$ cat config.mk
export PLATFORM = sky130hd
export DESIGN_NAME = multicycle_control_flat
export DESIGN_NICKNAME = d
export VERILOG_FILES = /design/src/rtl/multicycle_control_pkg.sv /design/src/rtl/multicycle_control_if.sv /design/src/rtl/multicycle_control_output_decode.sv /design/src/rtl/multicycle_control.sv /design/src/flat_wrapper.sv
export SDC_FILE = /design/constraint.sdc
export NUM_CORES = 1
export LEC_CHECK = 0
export BUFFER_PORTS_ARGS = -buffer_cell sky130_fd_sc_hd__buf_2
export CORE_AREA = 10 10 47 49
export CTS_BUF_LIST = sky130_fd_sc_hd__clkbuf_4
export CTS_CLUSTER_DIAMETER = 100
export DETAILED_ROUTE_END_ITERATION = 12
export DIE_AREA = 0 0 57 59
export PLACE_DENSITY = 0.73
export SYNTH_ARGS = -nofsm -noshare
export SYNTH_HDL_FRONTEND = slang
export SYNTH_SLANG_ARGS = --single-unit
$ cat constraint.sdc
create_clock -name clk -period 2 [get_ports clk]
set_input_delay 0.2 -clock clk [delete_from_list [all_inputs] [get_ports clk]]
set_output_delay 0.2 -clock clk [all_outputs]
set_load 0.05 [all_outputs]
$ cat src/rtl/multicycle_control_pkg.sv
// Shared definitions for the multicycle MIPS-style controller: opcodes,
// state codes, datapath select codes and the control word layout.
package multicycle_control_pkg;

  localparam logic [5:0] OP_RTYPE = 6'b000000;
  localparam logic [5:0] OP_LW    = 6'b100011;
  localparam logic [5:0] OP_SW    = 6'b101011;
  localparam logic [5:0] OP_BEQ   = 6'b000100;
  localparam logic [5:0] OP_ADDI  = 6'b001000;
  localparam logic [5:0] OP_J     = 6'b000010;

  typedef enum logic [3:0] {
    S_FETCH   = 4'd0,
    S_DECODE  = 4'd1,
    S_MEMADR  = 4'd2,
    S_MEMRD   = 4'd3,
    S_MEMWB   = 4'd4,
    S_MEMWR   = 4'd5,
    S_RTYPEEX = 4'd6,
    S_ALUWB   = 4'd7,
    S_BEQ     = 4'd8,
    S_ADDIEX  = 4'd9,
    S_ADDIWB  = 4'd10,
    S_JUMP    = 4'd11
  } state_t;

  localparam logic [1:0] ALUOP_ADD   = 2'b00;
  localparam logic [1:0] ALUOP_SUB   = 2'b01;
  localparam logic [1:0] ALUOP_FUNCT = 2'b10;

  localparam logic [1:0] PCSRC_ALU    = 2'b00;
  localparam logic [1:0] PCSRC_ALUOUT = 2'b01;
  localparam logic [1:0] PCSRC_JUMP   = 2'b10;

  localparam logic [1:0] SRCB_REG   = 2'b00;
  localparam logic [1:0] SRCB_FOUR  = 2'b01;
  localparam logic [1:0] SRCB_IMM   = 2'b10;
  localparam logic [1:0] SRCB_IMMSH = 2'b11;

  typedef struct packed {
    logic       iord;
    logic       memwrite;
    logic       irwrite;
    logic       regwrite;
    logic       regdst;
    logic       memtoreg;
    logic       alusrca;
    logic       pcwrite;
    logic       branch;
    logic [1:0] alusrcb;
    logic [1:0] aluop;
    logic [1:0] pcsrc;
  } ctrl_t;

  localparam ctrl_t CTRL_IDLE = '{default: '0};

  function automatic logic op_supported(input logic [5:0] op);
    logic ok;
    case (op)
      OP_RTYPE, OP_LW, OP_SW, OP_BEQ, OP_ADDI, OP_J: ok = 1'b1;
      default:                                      ok = 1'b0;
    endcase
    return ok;
  endfunction

endpackage

$ cat src/rtl/multicycle_control_if.sv
// Controller-to-datapath bundle: instruction opcode and memory handshake in,
// datapath controls and debug state out.
interface multicycle_control_if;
  import multicycle_control_pkg::*;

  logic [5:0] op;
  logic       mem_ready;
  logic       IorD;
  logic       MemWrite;
  logic       IRWrite;
  logic       RegWrite;
  logic       RegDst;
  logic       MemtoReg;
  logic       ALUSrcA;
  logic       PCWrite;
  logic       Branch;
  logic [1:0] ALUSrcB;
  logic [1:0] ALUOp;
  logic [1:0] PCSrc;
  logic       illegal_op;
  logic [3:0] state;

  modport master (
    output op, mem_ready,
    input  IorD, MemWrite, IRWrite, RegWrite, RegDst, MemtoReg, ALUSrcA,
           PCWrite, Branch, ALUSrcB, ALUOp, PCSrc, illegal_op, state
  );

  modport slave (
    input  op, mem_ready,
    output IorD, MemWrite, IRWrite, RegWrite, RegDst, MemtoReg, ALUSrcA,
           PCWrite, Branch, ALUSrcB, ALUOp, PCSrc, illegal_op, state
  );

endinterface

$ cat src/rtl/multicycle_control_output_decode.sv
// Moore output decode: maps the controller state to its datapath control word.
module mc_output_decode
  import multicycle_control_pkg::*;
(
  input  state_t state,
  output ctrl_t  ctrl
);

  // Per-state control word; every field not named for a state stays zero.
  always_comb begin
    ctrl = CTRL_IDLE;
    case (state)
      S_FETCH: begin
        ctrl.alusrcb = SRCB_FOUR;
        ctrl.aluop   = ALUOP_ADD;
        ctrl.pcsrc   = PCSRC_ALU;
        ctrl.irwrite = 1'b1;
        ctrl.pcwrite = 1'b1;
      end
      S_DECODE: begin
        ctrl.alusrcb = SRCB_IMMSH;
        ctrl.aluop   = ALUOP_ADD;
      end
      S_MEMADR: begin
        ctrl.alusrca = 1'b1;
        ctrl.alusrcb = SRCB_IMM;
        ctrl.aluop   = ALUOP_ADD;
      end
      S_MEMRD: begin
        ctrl.iord = 1'b1;
      end
      S_MEMWB: begin
        ctrl.memtoreg = 1'b1;
        ctrl.regwrite = 1'b1;
      end
      S_MEMWR: begin
        ctrl.iord     = 1'b1;
        ctrl.memwrite = 1'b1;
      end
      S_RTYPEEX: begin
        ctrl.alusrca = 1'b1;
        ctrl.alusrcb = SRCB_REG;
        ctrl.aluop   = ALUOP_FUNCT;
      end
      S_ALUWB: begin
        ctrl.regdst   = 1'b1;
        ctrl.regwrite = 1'b1;
      end
      S_BEQ: begin
        ctrl.alusrca = 1'b1;
        ctrl.alusrcb = SRCB_REG;
        ctrl.aluop   = ALUOP_SUB;
        ctrl.pcsrc   = PCSRC_ALUOUT;
        ctrl.branch  = 1'b1;
      end
      S_ADDIEX: begin
        ctrl.alusrca = 1'b1;
        ctrl.alusrcb = SRCB_IMM;
        ctrl.aluop   = ALUOP_ADD;
      end
      S_ADDIWB: begin
        ctrl.regwrite = 1'b1;
      end
      S_JUMP: begin
        ctrl.pcsrc   = PCSRC_JUMP;
        ctrl.pcwrite = 1'b1;
      end
      default: begin
        ctrl = CTRL_IDLE;
      end
    endcase
  end

endmodule

$ cat src/rtl/multicycle_control.sv
// Multicycle processor controller: state register and next-state logic, with
// the Moore output decode delegated to mc_output_decode.
module multicycle_control
  import multicycle_control_pkg::*;
(
  input logic                 clk,
  input logic                 rst,
  multicycle_control_if.slave bus
);

  state_t state_r;
  state_t state_next_s;
  ctrl_t  ctrl_s;
  logic   fetch_gate_s;
  logic   illegal_s;

  // State register; reset drops any in-flight instruction back to FETCH.
  always_ff @(posedge clk or posedge rst) begin
    if (rst) begin
      state_r <= S_FETCH;
    end else begin
      state_r <= state_next_s;
    end
  end

  // Next-state logic.
  always_comb begin
    state_next_s = S_FETCH;
    case (state_r)
      S_FETCH: begin
        if (bus.mem_ready) state_next_s = S_DECODE;
        else               state_next_s = S_FETCH;
      end
      S_DECODE: begin
        case (bus.op)
          OP_LW, OP_SW: state_next_s = S_MEMADR;
          OP_RTYPE:     state_next_s = S_RTYPEEX;
          OP_BEQ:       state_next_s = S_BEQ;
          OP_ADDI:      state_next_s = S_ADDIEX;
          OP_J:         state_next_s = S_JUMP;
          default:      state_next_s = S_FETCH;
        endcase
      end
      S_MEMADR: begin
        if (bus.op == OP_SW) state_next_s = S_MEMWR;
        else                 state_next_s = S_MEMRD;
      end
      S_MEMRD: begin
        if (bus.mem_ready) state_next_s = S_MEMWB;
        else               state_next_s = S_MEMRD;
      end
      S_MEMWR: begin
        if (bus.mem_ready) state_next_s = S_FETCH;
        else               state_next_s = S_MEMWR;
      end
      S_RTYPEEX: state_next_s = S_ALUWB;
      S_ADDIEX:  state_next_s = S_ADDIWB;
      S_MEMWB, S_ALUWB, S_BEQ, S_ADDIWB, S_JUMP: state_next_s = S_FETCH;
      default:   state_next_s = S_FETCH;
    endcase
  end

  // FETCH writes IR/PC only on the cycle memory delivers, never under reset.
  always_comb begin
    fetch_gate_s = 1'b1;
    illegal_s    = 1'b0;
    if (state_r == S_FETCH) begin
      fetch_gate_s = bus.mem_ready & ~rst;
    end else begin
      fetch_gate_s = 1'b1;
    end
    if (state_r == S_DECODE) begin
      illegal_s = ~op_supported(bus.op);
    end else begin
      illegal_s = 1'b0;
    end
  end

  mc_output_decode u_decode (
    .state (state_r),
    .ctrl  (ctrl_s)
  );

  assign bus.IorD       = ctrl_s.iord;
  assign bus.MemWrite   = ctrl_s.memwrite;
  assign bus.IRWrite    = ctrl_s.irwrite & fetch_gate_s;
  assign bus.RegWrite   = ctrl_s.regwrite;
  assign bus.RegDst     = ctrl_s.regdst;
  assign bus.MemtoReg   = ctrl_s.memtoreg;
  assign bus.ALUSrcA    = ctrl_s.alusrca;
  assign bus.PCWrite    = ctrl_s.pcwrite & fetch_gate_s;
  assign bus.Branch     = ctrl_s.branch;
  assign bus.ALUSrcB    = ctrl_s.alusrcb;
  assign bus.ALUOp      = ctrl_s.aluop;
  assign bus.PCSrc      = ctrl_s.pcsrc;
  assign bus.illegal_op = illegal_s;
  assign bus.state      = state_r;

endmodule

$ cat src/flat_wrapper.sv
// flat-port wrapper written by rule: the top's interface ports become plain ports
module multicycle_control_flat import multicycle_control_pkg::*;
  (clk, rst, bus_op, bus_mem_ready, bus_IorD, bus_MemWrite, bus_IRWrite, bus_RegWrite, bus_RegDst, bus_MemtoReg, bus_ALUSrcA, bus_PCWrite, bus_Branch, bus_ALUSrcB, bus_ALUOp, bus_PCSrc, bus_illegal_op, bus_state);
  multicycle_control_if bus_i ();
  input logic clk;
  input logic rst;
  input wire logic [$bits(bus_i.op)-1:0] bus_op;
  input wire logic [$bits(bus_i.mem_ready)-1:0] bus_mem_ready;
  output wire logic [$bits(bus_i.IorD)-1:0] bus_IorD;
  output wire logic [$bits(bus_i.MemWrite)-1:0] bus_MemWrite;
  output wire logic [$bits(bus_i.IRWrite)-1:0] bus_IRWrite;
  output wire logic [$bits(bus_i.RegWrite)-1:0] bus_RegWrite;
  output wire logic [$bits(bus_i.RegDst)-1:0] bus_RegDst;
  output wire logic [$bits(bus_i.MemtoReg)-1:0] bus_MemtoReg;
  output wire logic [$bits(bus_i.ALUSrcA)-1:0] bus_ALUSrcA;
  output wire logic [$bits(bus_i.PCWrite)-1:0] bus_PCWrite;
  output wire logic [$bits(bus_i.Branch)-1:0] bus_Branch;
  output wire logic [$bits(bus_i.ALUSrcB)-1:0] bus_ALUSrcB;
  output wire logic [$bits(bus_i.ALUOp)-1:0] bus_ALUOp;
  output wire logic [$bits(bus_i.PCSrc)-1:0] bus_PCSrc;
  output wire logic [$bits(bus_i.illegal_op)-1:0] bus_illegal_op;
  output wire logic [$bits(bus_i.state)-1:0] bus_state;
  assign bus_i.op = bus_op;
  assign bus_i.mem_ready = bus_mem_ready;
  assign bus_IorD = bus_i.IorD;
  assign bus_MemWrite = bus_i.MemWrite;
  assign bus_IRWrite = bus_i.IRWrite;
  assign bus_RegWrite = bus_i.RegWrite;
  assign bus_RegDst = bus_i.RegDst;
  assign bus_MemtoReg = bus_i.MemtoReg;
  assign bus_ALUSrcA = bus_i.ALUSrcA;
  assign bus_PCWrite = bus_i.PCWrite;
  assign bus_Branch = bus_i.Branch;
  assign bus_ALUSrcB = bus_i.ALUSrcB;
  assign bus_ALUOp = bus_i.ALUOp;
  assign bus_PCSrc = bus_i.PCSrc;
  assign bus_illegal_op = bus_i.illegal_op;
  assign bus_state = bus_i.state;
  multicycle_control u_core (.clk(clk), .rst(rst), .bus(bus_i));
endmodule
; ---- Word level (Yosys, flattened, before mapping)
; Cells that the tools add are included.
[op_classes]
n_eq_ne = 16
n_mux = 21
bitwise_logic = 5
n_reduce_logical = 9
[op_table]
columns = op, count
row1 = 4-bit case mux with 5 select lines, 2
row2 = 4-bit case mux with 7 select lines, 1
row3 = "4-bit by 3-bit == test with 1-bit output, second input constant", 4
row4 = "4-bit == test, second input constant", 4
row5 = 1-bit 2-to-1 mux, 14
row6 = "6-bit == test, second input constant", 2
row7 = 3-bit 2-to-1 mux, 3
row8 = "4-bit by 2-bit == test with 1-bit output, second input constant", 2
row9 = 2-bit OR reduction, 4
row10 = "6-bit by 2-bit == test with 1-bit output, second input constant", 1
row11 = "6-bit by 3-bit == test with 1-bit output, second input constant", 1
row12 = "6-bit by 4-bit == test with 1-bit output, second input constant", 1
row13 = 6-bit zero test, 1
row14 = 6-bit OR reduction, 1
row15 = "4-bit by 1-bit == test with 1-bit output, second input constant", 1
row16 = 4-bit zero test, 1
row17 = 2-bit case mux with 2 select lines, 1
row18 = 4-bit OR reduction, 1
row19 = 1-bit bitwise AND, 3
row20 = 3-bit OR reduction, 1
row21 = 1-bit inverter, 2
[word_totals]
reg_bits = 4
in_bits = 9
elab_cells = 52

; ---- Logic depth before layout (Yosys ltp)
[depth]
word_depth = 6
depth_mapped = 5

; ---- Cells and area by module
; A second synthesis with hierarchy kept.
[hier_totals]
hier_cells = 78
hier_area_um2 = 599.3
[by_module_without_submodules]
columns = mod, instances, cells_each, area_per_inst_um2, seq_area_each_um2
row1 = multicycle_control, 1, 51, 444.2, 100.1
row2 = mc_output_decode, 1, 27, 155.1, 0.0

; ---- Worst setup path before layout
; OpenSTA, ideal clock, no wires.
[synth_path]
path_type = flip-flop to output port
from = reg u_core.state_r[3], in the netlist u_core.bus.state[3]
to = out bus_IRWrite
arrival_time_ns = 2.552
setup_slack_ns = -0.752
stages_incl_launch_ff = 4
path_buffers = 1
cell_sequence = dfrtp_1 buf_2 nor2_1 nor4b_1
[synth_between]
elab_chain_cells = 3
elab_cells_between_ends = 4
classes_between = mux (2) / bitwise (1) / reduce/logical (1)
[synth_rtl]
columns = item, line_no
row1 = start: declaration, multicycle_control.sv:11  ; state_t state_r;
row2 = start signal: assignment, multicycle_control.sv:22  ; state_r <= state_next_s;
row3 = 4-bit zero test (*), "multicycle_control_output_decode.sv:12, multicycle_control.sv:67"
row4 = 1-bit 2-to-1 mux (on tied branches), "multicycle_control_output_decode.sv:12, multicycle_control.sv:67"
row5 = 1-bit bitwise AND (*), multicycle_control.sv:86  ; assign bus.IRWrite = ctrl_s.irwrite & fetch_gate_s;
row6 = end: declaration, flat_wrapper.sv:11  ; output wire logic [$bits(bus_i.IRWrite)-1:0] bus_IRWrite;
; Mark *: on every way between the ends. The rest lies on a longest branch, timed or not.

; ---- Worst setup path in the final report
[layout_path]
from = in rst
to = out bus_PCWrite
[layout_between]
elab_chain_cells = 4
[layout_rtl]
columns = item, line_no
row1 = start: declaration, flat_wrapper.sv:6  ; input logic rst;
row2 = 1-bit inverter, multicycle_control.sv:68  ; fetch_gate_s = bus.mem_ready & ~rst;
row3 = 1-bit bitwise AND, multicycle_control.sv:68
row4 = 1-bit 2-to-1 mux, multicycle_control.sv:67  ; if (state_r == S_FETCH) begin
row5 = 1-bit bitwise AND, multicycle_control.sv:91  ; assign bus.PCWrite = ctrl_s.pcwrite & fetch_gate_s;
row6 = end: declaration, flat_wrapper.sv:16  ; output wire logic [$bits(bus_i.PCWrite)-1:0] bus_PCWrite;
; Every way passes these cells.

==> key figures <==
CTS
  – CTS sink count: 4
  – Clk buf depth: 2
  – H-tree lvl count: 1
  – Post-CTS Hold Buffers: 1
  – Root Buffer: clkbuf_4
  – CTS Buf Count: 3
  – Post_cts resized: 0
  – Skew-Pair Late Insertion Delay: 250 ps
  – Post-CTS setup buffers: 0
  – Clock transition at path regs: 40 ps
  – CTS tree: done

Logic synthesis
  – Post-synth EDFFs: 0
  – Synthesized instance count: 70
  – Synthesized flop and latch total: 4
  – Syn avg cell area: between 7 and 8 um^2
  – Synth Flop Type: dfrtp_1
  – Post-Syn Area: 497 um^2
  – Post-synth ARST share: 1.00
  – Distinct cell type count after synthesis: 34
  – Synth warnings: 0
  – Syn nets: slightly below 80
  – Sequential cell area fraction in the yosys report: 0.202

Floorplanning
  – Chip Width: between 50 and 60 um
  – I/O pin count: 29
  – Die Area: around 3400 um^2
  – Core Area: 1400 um^2
  – Row cnt: 14
  – Die height: ~59 um
  – Initial Utilization: 0.354

Route
  – Vias per cell: ~5.7
  – Final wirelength: around 1600 um
  – TritonRoute pass-1 iters: 4
  – Initial DRC Count: 26
  – WL/cell: around 14 um
  – Total number of vias: between 600 and 700
  – Residual DRC: 0
  – Post-route ant nets: 0

Min path
  – Min-delay src: bus_op[4]
  – Worst hold path type: input pin to flip-flop

Critical path
  – Worst EP required: roughly 1800 ps
  – CP startpoint: rst
  – Startpoint Class: input pin
  – Element type at the critical path end: output pin
  – Crit path DAT: between 1500 and 2000 ps
  – Crit Path Max Fanout: 2
  – Kind of critical path: input pin to output pin
  – FF-to-FF Start: u_core.bus.state[2]

Cells and area
  – Layout cells sized above 1: 0.404
  – Fin nets: between 100 and 150
  – Commonest non-fill, non-tap cells in the layout: buf_2 (28), nor2_1 (8), nor3_1 (8)
  – Area delta synth->final: 40.3%
  – Non-filler instance count after layout: 115
  – Most common cell after layout, fill and taps aside: buf_2
  – Largest register FFs: 4
  – Diode count: 0

STA
  – Share of the clock period used by the worst path: 0.916
  – Final setup violation count: 0
  – Clock Skews: between 7 and 8 ps
  – Least-Margin Pin Slew: 542 ps
  – Fin crit period: roughly 1800 ps
  – Max Fclk: ~0.55 GHz
  – Max-slew violations: 0
  – Final Hold Fails: 0
  – RSZ-0062 raised after global routing: false
  – Slew margin rel.: 0.639

Global routing
  – Global-route wire length before repair: 2730 um
  – Antenna violations before repair: 0
  – Vias in the first global route: about 600
  – Largest net degree at the start of global routing: 19
  – Remaining Overflow, GRT: 0
  – All-Layer GR Usage: 0.0974

Power and ir drop
  – Clk network pwr share: 0.096
  – Worst vdd ir: 0.537 mV
  – Flop pwr share: 0.131
  – Switching share of total power: 0.640
  – Logic gate share of total power: 0.773
  – PwrDens: 1620 nW/um^2
  – Leak: between 0.3 and 0.4 nW
  – Int Power: 0.406 mW
  – Tot Pwr: 1.13 mW
  – Sw power: just over 0.7 mW

Place
  – Placed wire-length estimate: approximately 1300 um
  – Final Wtd Congestion: 0.932
  – Dpl cells: 111
  – Buffers on Ports: 28

Flow run
  – Max Cap Viol: 0

Outcome
  – Status: finished, final reports clean
[per-stage QoR]
step                      setup slack, ps  cell area (um^2)  utilization  hold WS (ps)  TNS (ps)
after floorplan                      -345               517            -         -33.9     -1330
after global placement                458               664        0.474          93.6         0
after detailed placement              446               664        0.474          97.1         0
after CTS                             175               697        0.497           352         0
after global routing                 6.99               697        0.497           395         0
final                                 167               697        0.497           360         0
[layer usage]
layer | wire length (um) | share of wire | GRT usage
met5 | 0 | 0 | 0
met4 | 31 | 0.019 | 0.0705
met3 | 153 | 0.094 | 0.0258
met2 | 752 | 0.46 | 0.152
met1 | 693 | 0.43 | 0.112
[power by group through the flow]
stage / combinational, mW / clock, mW / sequential [mW]
after detailed placement: 0.875 / 0 / 0.149
after global routing: 0.932 / 0.109 / 0.154
final: 0.873 / 0.108 / 0.148
after global placement: 0.872 / 0 / 0.145
after floorplan: 0.600 / 0 / 0.227
after CTS: 0.879 / 0.105 / 0.148
[cell type report]
cell class                 count  area [um^2]
inverter                       4         15.0
timing repair buffer          31          165
clock buffer                   3         22.5
tap                           16         20.0
multi-input combinational     57          374
fill                         154          704
sequential                     4          100
[worst max-delay path, stage by stage]
cell           delay (ps)
dlygate4sd3_1         540
buf_2                 130
nand2b_1              150
nor4_1                170
a31oi_1                70
nor2_1                100
buf_2                 270
[synthesized netlist by cell type, types with 2 or more instances]
master	instances	area [um^2]
nor2_1	8	30.0
nor3_1	9	45.0
xnor2_1	2	17.5
o21ai_0	7	35.0
nand2b_1	4	25.0
buf_2	4	20.0
inv_1	3	11.3
dfrtp_1	4	100
nand2_1	3	11.3
nor4_1	2	12.5
[kinds of logic after synthesis]
logic type                share of synthesized area
xor gates and xnor gates                     0.0529
muxes                                        0.0202
AOI/OAI and AO/OA                             0.214
DFF                                           0.202
and+or+nand+nor                               0.426
buffers and inverters                        0.0856
[worst paths after layout]
| check | to | slack (ps) | depth (start not counted) |
|---|---|---|---|
| min in group asynchronous | u_core.bus.state[3] | 390 | 3 |
| max reg2reg | u_core.bus.state[0] | 470 | 3 |
| min reg2reg | u_core.bus.state[2] | 600 | 2 |
| min | u_core.bus.state[3] | 360 | 4 |
| max | bus_PCWrite | 170 | 7 |
| max in group asynchronous | u_core.bus.state[1] | 1450 | 3 |
(Power assumes the default switching activity.)
